### src/rtl/alu_muldiv_seq_if.sv
// Request/response and ALU-sharing signals between the core and alu_muldiv_seq.
interface alu_muldiv_seq_if #(
  parameter int XLEN = 32
);
  logic            start;
  logic [1:0]      op;
  logic [XLEN-1:0] opa;
  logic [XLEN-1:0] opb;
  logic            busy;
  logic            done;
  logic [XLEN-1:0] result;
  logic            alu_req;
  logic [2:0]      alu_ctrl;
  logic [XLEN-1:0] alu_a;
  logic [XLEN-1:0] alu_b;
  logic [XLEN-1:0] alu_result;
  logic            alu_cf;

  modport slave (
    input  start, op, opa, opb, alu_result, alu_cf,
    output busy, done, result, alu_req, alu_ctrl, alu_a, alu_b
  );

  modport master (
    output start, op, opa, opb, alu_result, alu_cf,
    input  busy, done, result, alu_req, alu_ctrl, alu_a, alu_b
  );
endinterface

### src/rtl/alu_muldiv_seq.sv
// Sequential MUL / DIVU / REMU that borrows the core ALU for one add/sub per cycle.
// Define ALU_MULDIV_SEQ_EARLY_EXIT_EN to stop MUL once the remaining multiplier is zero.
module alu_muldiv_seq #(
  parameter int XLEN = 32
) (
  input  logic              clk,
  input  logic              rst,
  alu_muldiv_seq_if.slave   bus
);
  localparam int CW = $clog2(XLEN);

  typedef enum logic [1:0] {
    S_IDLE = 2'd0,
    S_RUN  = 2'd1,
    S_DONE = 2'd2
  } state_t;

  state_t          r_state;
  state_t          w_state_next;
  logic [1:0]      r_op;
  logic [CW-1:0]   r_cnt;
  logic [XLEN-1:0] r_acc;
  logic [XLEN-1:0] r_mc;
  logic [XLEN-1:0] r_mp;
  logic [XLEN-1:0] r_rem;
  logic [XLEN-1:0] r_q;
  logic [XLEN-1:0] r_dvs;
  logic [XLEN-1:0] r_result;

  logic            w_mul;
  logic            w_resv;
  logic            w_last;
  logic            w_sub_ok;
  logic [XLEN-1:0] w_s;
  logic [XLEN-1:0] w_acc_next;
  logic [XLEN-1:0] w_rem_next;
  logic [XLEN-1:0] w_q_next;

  assign w_mul  = (r_op == 2'b00);
  assign w_resv = (r_op == 2'b11);

  // A set remainder msb means the shifted value exceeds XLEN bits, so the subtract always fits.
  assign w_s        = {r_rem[XLEN-2:0], r_q[XLEN-1]};
  assign w_sub_ok   = r_rem[XLEN-1] | ~bus.alu_cf;
  assign w_rem_next = w_sub_ok ? bus.alu_result : w_s;
  assign w_q_next   = {r_q[XLEN-2:0], w_sub_ok};
  assign w_acc_next = r_mp[0] ? bus.alu_result : r_acc;

`ifdef ALU_MULDIV_SEQ_EARLY_EXIT_EN
  assign w_last = (r_cnt == CW'(XLEN-1)) || (w_mul && (r_mp[XLEN-1:1] == '0));
`else
  assign w_last = (r_cnt == CW'(XLEN-1));
`endif

  assign bus.result = r_result;

  always_comb begin
    w_state_next = r_state;
    bus.busy     = 1'b0;
    bus.done     = 1'b0;
    bus.alu_req  = 1'b0;
    bus.alu_ctrl = 3'b000;
    bus.alu_a    = '0;
    bus.alu_b    = '0;
    case (r_state)
      S_IDLE: begin
        if (bus.start) w_state_next = S_RUN;
      end
      S_RUN: begin
        bus.busy = 1'b1;
        if (!w_resv) begin
          bus.alu_req = 1'b1;
          if (w_mul) begin
            bus.alu_a = r_acc;
            bus.alu_b = r_mc;
          end else begin
            bus.alu_ctrl = 3'b010;
            bus.alu_a    = w_s;
            bus.alu_b    = r_dvs;
          end
        end
        if (w_last) w_state_next = S_DONE;
      end
      S_DONE: begin
        bus.done     = 1'b1;
        w_state_next = S_IDLE;
      end
      default: w_state_next = S_IDLE;
    endcase
  end

  always_ff @(posedge clk or posedge rst) begin
    if (rst) begin
      r_state  <= S_IDLE;
      r_op     <= 2'b00;
      r_cnt    <= '0;
      r_acc    <= '0;
      r_mc     <= '0;
      r_mp     <= '0;
      r_rem    <= '0;
      r_q      <= '0;
      r_dvs    <= '0;
      r_result <= '0;
    end else begin
      r_state <= w_state_next;
      case (r_state)
        S_IDLE: begin
          if (bus.start) begin
            r_op  <= bus.op;
            // Reserved op spends a single idle RUN cycle without touching the ALU.
            r_cnt <= (bus.op == 2'b11) ? CW'(XLEN-1) : '0;
            r_acc <= '0;
            r_mc  <= bus.opa;
            r_mp  <= bus.opb;
            r_rem <= '0;
            r_q   <= bus.opa;
            r_dvs <= bus.opb;
          end
        end
        S_RUN: begin
          r_cnt <= r_cnt + 1'b1;
          if (w_mul) begin
            r_acc <= w_acc_next;
            r_mc  <= r_mc << 1;
            r_mp  <= r_mp >> 1;
          end else if (!w_resv) begin
            r_rem <= w_rem_next;
            r_q   <= w_q_next;
          end
          if (w_last) begin
            case (r_op)
              2'b00:   r_result <= w_acc_next;
              2'b01:   r_result <= w_q_next;
              2'b10:   r_result <= w_rem_next;
              default: r_result <= '0;
            endcase
          end
        end
        default: ;
      endcase
    end
  end
endmodule

### src/flat_wrapper.sv
// flat-port wrapper written by rule: the top's interface ports become plain ports
module alu_muldiv_seq_flat 
#(
  parameter int XLEN = 32
)
  (clk, rst, bus_start, bus_op, bus_opa, bus_opb, bus_alu_result, bus_alu_cf, bus_busy, bus_done, bus_result, bus_alu_req, bus_alu_ctrl, bus_alu_a, bus_alu_b);
  alu_muldiv_seq_if #(.XLEN(XLEN)) bus_i ();
  input  logic clk;
  input  logic rst;
  input wire logic [$bits(bus_i.start)-1:0] bus_start;
  input wire logic [$bits(bus_i.op)-1:0] bus_op;
  input wire logic [$bits(bus_i.opa)-1:0] bus_opa;
  input wire logic [$bits(bus_i.opb)-1:0] bus_opb;
  input wire logic [$bits(bus_i.alu_result)-1:0] bus_alu_result;
  input wire logic [$bits(bus_i.alu_cf)-1:0] bus_alu_cf;
  output wire logic [$bits(bus_i.busy)-1:0] bus_busy;
  output wire logic [$bits(bus_i.done)-1:0] bus_done;
  output wire logic [$bits(bus_i.result)-1:0] bus_result;
  output wire logic [$bits(bus_i.alu_req)-1:0] bus_alu_req;
  output wire logic [$bits(bus_i.alu_ctrl)-1:0] bus_alu_ctrl;
  output wire logic [$bits(bus_i.alu_a)-1:0] bus_alu_a;
  output wire logic [$bits(bus_i.alu_b)-1:0] bus_alu_b;
  assign bus_i.start = bus_start;
  assign bus_i.op = bus_op;
  assign bus_i.opa = bus_opa;
  assign bus_i.opb = bus_opb;
  assign bus_i.alu_result = bus_alu_result;
  assign bus_i.alu_cf = bus_alu_cf;
  assign bus_busy = bus_i.busy;
  assign bus_done = bus_i.done;
  assign bus_result = bus_i.result;
  assign bus_alu_req = bus_i.alu_req;
  assign bus_alu_ctrl = bus_i.alu_ctrl;
  assign bus_alu_a = bus_i.alu_a;
  assign bus_alu_b = bus_i.alu_b;
  alu_muldiv_seq #(.XLEN(XLEN)) u_core (.clk(clk), .rst(rst), .bus(bus_i));
endmodule
### config.mk
export PLATFORM = sky130hd
export DESIGN_NAME = alu_muldiv_seq_flat
export DESIGN_NICKNAME = d
export VERILOG_FILES = /design/src/rtl/alu_muldiv_seq_if.sv /design/src/rtl/alu_muldiv_seq.sv /design/src/flat_wrapper.sv
export SDC_FILE = /design/constraint.sdc
export NUM_CORES = 1
export LEC_CHECK = 0
export ABC_AREA = 1
export ABC_CLOCK_PERIOD_IN_PS = 10100
export BUFFER_PORTS_ARGS = -buffer_cell sky130_fd_sc_hd__buf_2
export CORE_ASPECT_RATIO = 0.75
export CORE_MARGIN = 2
export CORE_UTILIZATION = 30
export DETAILED_ROUTE_END_ITERATION = 12
export SLEW_MARGIN = 20
export SYNTH_ARGS = -nofsm -noshare
export SYNTH_HDL_FRONTEND = slang
export SYNTH_SLANG_ARGS = --single-unit
export TNS_END_PERCENT = 10
### constraint.sdc
create_clock -name clk -period 10.1 [get_ports clk]
set_clock_uncertainty 0.05 [all_clocks]
set_input_delay 1.01 -clock clk [delete_from_list [all_inputs] [get_ports clk]]
set_output_delay 1.01 -clock clk [all_outputs]
set_load 0.02 [all_outputs]
==> results of run 1 <==
path summary, 6_finish.rpt:
path | startpoint | to | depth (start not counted)
worst max-delay path | u_core.r_op[0] | bus_alu_a[14] | 7
worst min-delay path | u_core.bus.result[5] | u_core.bus.result[5] | 2
worst max register to register | u_core.r_op[0] | u_core.r_rem[18] | 7
worst min register to register | u_core.bus.result[5] | u_core.bus.result[5] | 2
max in group asynchronous | rst | u_core.bus.result[0] | 4
min in group asynchronous | rst | u_core.r_mc[10] | 2
Yosys cell counts, drive strengths merged:
master    n
o211ai    1
inv     207
conb      1
a21oi   100
o22ai     1
nor2    103
clkbuf   47
ha        7
a21boi   31
buf      69
dfrtp   233
o21ai   229
nand2   650
nand3   103
metal layers:
layer | vias to the layer above | wire [um] | track usage, %
li1 | 5843 | - | -
met1 | 5600 | 19300 | 26.8
met2 | 360 | 18300 | 29.2
met3 | 70 | 2520 | 3.69
met4 | 6 | 801 | 3.98
met5 | - | 38 | 0
area by class of cell:
class | instances | area [um2]
fillers | 4320 | 26200
flip-flops and latches | 233 | 5830
multi-input cells | 1227 | 5460
repair buffers | 219 | 1150
inverters | 207 | 785
clock buffers | 33 | 748
well taps | 561 | 702
clock inverters | 16 | 233
diodes | 2 | 5.00
sequential cells by signal (all words and copies together), names as in the netlist:
register and count:
u_core.bus.result 32, u_core.r_acc 32, u_core.r_cnt 5, u_core.r_dvs 32, u_core.r_mc 32, u_core.r_mp 32, u_core.r_op 2, u_core.r_q 32
u_core.r_rem 32, u_core.r_state 2
where the power goes:
part	internal [W]	leakage [nW]	switching [W]	total, W
Clock	0.000657	0.466	0.000429	0.00109
Combinational	0.000876	4.35	0.00212	0.00299
Sequential	0.00135	2.94	0.000215	0.00157
layout by cell type, fill, tap and decap left out, types with 2 or more instances in the layout:
cell          n
a21boi_0     15
a21boi_1     16
a21oi_1      80
a21oi_2      20
buf_2       201
buf_4        17
bufinv_16     5
clkbuf_16    27
clkbuf_8      5
clkinv_2      2
clkinv_4      2
clkinvlp_4    5
conb_1        2
dfrtp_1     233
diode_2       2
ha_1          5
inv_1       201
inv_2         5
inv_6         2
nand2_1     648
nand2_4       2
nand3_1     102
nor2_1      100
nor2_2        2
o21ai_0     160
o21ai_1      68
cell families (layout without fill, tap and decap cells):
family / after synthesis / in the layout
adder cells (fa/ha/maj): 7 / 7
buffers and inverters: 323 / 475
AO/OA/AOI/OAI: 362 / 362
AND/OR/NAND/NOR: 856 / 856
flip-flops: 233 / 233
other: 1 / 4
worst min-delay path, cell delays in order, from the launching register on:
cell	delay (ns)
dfrtp_1	0.34
nand2_1	0.05
nand2_1	0.06
through the flow:
step	hold WS [ns]	std cells	worst slack (ns)
6_report	0.426	2498	5.90
5_1_grt	0.448	2497	5.68
4_1_cts	0.430	2495	5.88
3_5_place_dp	0.411	2446	6.27
3_3_place_gp	0.411	2446	6.41
2_1_floorplan	0.399	1783	2.65
==> flow_metrics.tcl, run 1 <==
set metrics [dict create \
    timing.fmax_mhz 238 \
    synth_cell_types 24 \
    slew_violations 0 \
    slew_headroom_pct 33.4 \
    setup_viol 0 \
    synth_fa_ha_area_share_pct 0.695 \
    clockBufferDepth 3 \
    finalCritPeriodShare_pct 41.6 \
    hold_viol 0 \
    grt_pass1_wl_um 64600 \
    path_cells "inv_1, ha_4, buf_4, nor2_1, a21oi_1, nor2_1, buf_2" \
    wl_per_cell_um 16.4 \
    cellLeakagePower_nw 7.77 \
    die_y_um 181 \
    fin_setup_tns_ns 0 \
    post-route-min-period_ns 4.20 \
    cp_max_fo 79 \
    antenna_found_initial 5 \
    ctsHtreeMaxLevel 1 \
    insertion_delay_ns 0.55 \
    cts_tree "yes" \
    io_buffers 201 \
    end_kind "output pin" \
    start_kind "flip-flop" \
    synth-simple-area-share_pct 26.6 \
    num_io_pins 204 \
    postCtsSetupRepairBufs 0 \
    clkTransAtPathRegs_ns 0.07 \
    synth_compound_area_share_pct 15.7 \
    grt_pass1_vias 11600 \
    ys_ff_latch 233 \
    grt_max_degree 110 \
    root_buffer "clkbuf_16" \
    synth_cells 1782 \
    cts_hold_buffers 0 \
    setup.worst_path.class "flip-flop to output pin" \
    power_w 0.00565 \
    cp_data_required_time_ns 9.04 \
    outcome "finished, final reports clean" \
    synth_top_family_by_area "simple AND/OR/NAND/NOR gates" \
    ys_seq_area_share_pct 46.3 \
    maxCapViolations 0 \
    critPathSlowestCell "buf_4" \
    synthXorXnorAreaFrac_pct 0 \
    cts_sinks 233 \
    synth_top_area_cell "dfrtp_1" \
    wl_um 41000 \
    hold_class "flip-flop to flip-flop" \
    cp_slowest_stage_delay_ns 0.73 \
    grt.total_usage_pct 18.7 \
    avgSynthCellArea_um2 7.07 \
    area_growth_pct 18.5 \
    r2r_slack_ns 6.28 \
    worstPathArrival_ns 3.14 \
    drive_gt1_share_pct 15.6 \
    start_util_pct 30.7 \
    drcViolationCount 0 \
    core_um2 41100 \
    critPathMostFrequentCell "nor2_1" \
    synth_area_um2 12600 \
    cts_resized 0 \
    post_dp_cell_area_um2 13900 \
    synthTopCellsByArea "dfrtp_1, nand2_1, o21ai_0" \
    final_net_count 2024 \
    ys_warn_count 0 \
    vias 11900 \
    synth_top_area_share_pct 46.3 \
    worst_pin_slew_ns 0.999 \
    fin_area_um2 14900 \
    cp_top_family "buffers and inverters" \
    dieArea_um2 43600 \
    ir_worst_vdd_v 0.000192 \
    num_rows 64 \
    viasPerCell 4.76 \
    p_per_area_nw_per_um2 378 \
    drtIter0Drc 1070 \
    muxShareOfSynthArea_pct 0 \
    dp_hpwl_um 27500 \
    cts_buffers 27 \
    die_w_um 241 \
    final_core_util_pct 36.3 \
    worst-path-buf-inv 3 \
    rsz0062_at_grt "false" \
    drt_first_pass_iters 5 \
    ant_nets 0 \
    overflow 0 \
    gp_congestion 0.849 \
]
(Power assumes the default switching activity.)
==> inputs of run 2 (changes only) <==
--- a/config.mk
+++ b/config.mk
@@ -6,7 +6,7 @@
 export NUM_CORES = 1
 export LEC_CHECK = 0
 export ABC_AREA = 1
-export ABC_CLOCK_PERIOD_IN_PS = 10100
+export ABC_CLOCK_PERIOD_IN_PS = 4400
 export BUFFER_PORTS_ARGS = -buffer_cell sky130_fd_sc_hd__buf_2
 export CORE_ASPECT_RATIO = 0.75
 export CORE_MARGIN = 2
==> constraint.sdc (replaced) <==
create_clock -name clk -period 4.4 [get_ports clk]
set_clock_uncertainty 0.05 [all_clocks]
set_input_delay 0.44 -clock clk [delete_from_list [all_inputs] [get_ports clk]]
set_output_delay 0.44 -clock clk [all_outputs]
set_load 0.02 [all_outputs]
==> run 2 against run 1 <==
Register-to-register slack worse by 4.9 ns. Clock-buffer cell count up 8. Clock power up 120%. Setup slack worse by 4.6 ns. Critical endpoint is now bus_alu_a[12]. Final area up 0.21%.
==> flow_metrics.tcl, run 2 (synthesis gave the netlist of run 1 again) <==
set metrics [dict create \
    cts_sinks 233 \
    die_w_um 241 \
    wl_um 39900 \
    drtIter0Drc 764 \
    cts_tree "yes" \
    core_um2 41100 \
    drt_first_pass_iters 5 \
    num_rows 64 \
    io_buffers 201 \
    worst_pin_slew_ns 1.07 \
    vias 11900 \
    rsz0062_at_grt "false" \
    placed_cells 2450 \
    start_util_pct 30.7 \
    cts_buffers 27 \
    place_ws_ns 1.36 \
    die_y_um 181 \
    p_per_area_nw_per_um2 864 \
    hold_viol 0 \
    drcViolationCount 0 \
    setup.worst_path.class "flip-flop to output pin" \
    ir_worst_vdd_v 0.000460 \
    num_io_pins 204 \
    switchingPower_w 0.00625 \
    power_w 0.0129 \
    post_dp_cell_area_um2 14000 \
    grt.total_usage_pct 18.3 \
    swShare_pct 48.4 \
    setup_ws_ns 1.27 \
    maxCapViolations 0 \
    grt_pass1_wl_um 63900 \
    fin_setup_tns_ns 0 \
    comb_power_share_pct 53.4 \
    gp_congestion 0.842 \
    slew_headroom_pct 28.8 \
    p_seq_share_pct 28.0 \
    n_antenna_cell 0 \
    outcome "finished, final reports clean" \
    viasPerCell 4.75 \
    cts_resized 0 \
    cp_data_required_time_ns 3.91 \
    dp_hpwl_um 27400 \
    fin_cells 2498 \
    hold_class "input pin to flip-flop" \
    drive_gt1_share_pct 15.3 \
    insertion_delay_ns 0.55 \
    dieArea_um2 43600 \
    clkTransAtPathRegs_ns 0.06 \
    area_growth_pct 18.7 \
    p_int_w 0.00666 \
    root_buffer "clkbuf_16" \
    ctsHtreeMaxLevel 1 \
    layout_common_cells "nand2_1, dfrtp_1, inv_1, buf_2, o21ai_0" \
    setup_viol 0 \
    fin_area_um2 15000 \
    finalCritPeriodShare_pct 71.1 \
    start_kind "flip-flop" \
    grt_max_degree 111 \
    wl_per_cell_um 16.0 \
    postCtsSetupRepairBufs 0 \
    ant_nets 0 \
    cp_max_fo 97 \
    clkPwrFrac_pct 18.6 \
    cellLeakagePower_nw 7.79 \
    slew_violations 0 \
    antenna_found_initial 1 \
    overflow 0 \
    end_kind "output pin" \
    worstPathArrival_ns 2.64 \
    post-route-min-period_ns 3.13 \
    timing.fmax_mhz 320 \
    final_common_cell "nand2_1" \
    final_net_count 2028 \
    clockBufferDepth 3 \
    grt_pass1_vias 11600 \
]
run 2: what timing repair did:
action                                  CTS  global route
hold endpoints to repair                 22             0
endpoints found under the setup margin    0             0
hold buffers                              1             0
run 2: worst paths after layout:
kind | start | to | slack, ns | cells past startpoint
setup / recovery | u_core.r_op[0] | bus_alu_a[12] | 1.27 | 7
hold reg to reg | u_core.bus.result[4] | u_core.bus.result[4] | 0.42 | 2
max in group asynchronous | rst | u_core.r_rem[1] | 2.80 | 4
min in group asynchronous | rst | u_core.r_dvs[6] | 0.46 | 3
setup reg to reg | u_core.r_op[0] | u_core.r_acc[28] | 1.34 | 7
hold / removal | bus_opb[29] | u_core.r_dvs[29] | 0.06 | 3
run 2: critical path, stage by stage (launching register included):
cell and delay, ns:
dfrtp_1 0.41, inv_1 0.15, ha_4 0.42, buf_12 0.38
nor2_1 0.09, a21oi_1 0.27, nor2_1 0.08, buf_2 0.19
run 2: stage by stage:
stage               hold slack [ns]  util (%)
detailed placement            0.411      34.1
global route                 0.0469      36.4
global placement              0.411      34.1
finish                       0.0567      36.4
CTS                          0.0275      36.4
floorplan                     0.399         -
run 2: power by group through the flow:
stage / Combinational [W] / Sequential (W) / Clock (W)
2_1_floorplan: 0.00494 / 0.00366 / 0
3_3_place_gp: 0.00683 / 0.00360 / 0
3_5_place_dp: 0.00693 / 0.00363 / 0
4_1_cts: 0.00696 / 0.00361 / 0.00247
5_1_grt: 0.00781 / 0.00372 / 0.00256
6_report: 0.00689 / 0.00361 / 0.00241
run 2: routing by layer:
metal  track usage [%]  wire, um
met2              28.6     17600
met5                 0        13
met3              3.04      2420
met4              4.45       951
met1              26.5     18900
run 2: cell type report:
class                      count  area (um2)
tap                          561         702
clock buffer                  41         798
timing repair buffer         223        1250
multi-input combinational   1227        5460
inverter                     207         781
sequential                   233        5830
fill                        4377       26100
clock inverter                 6         130
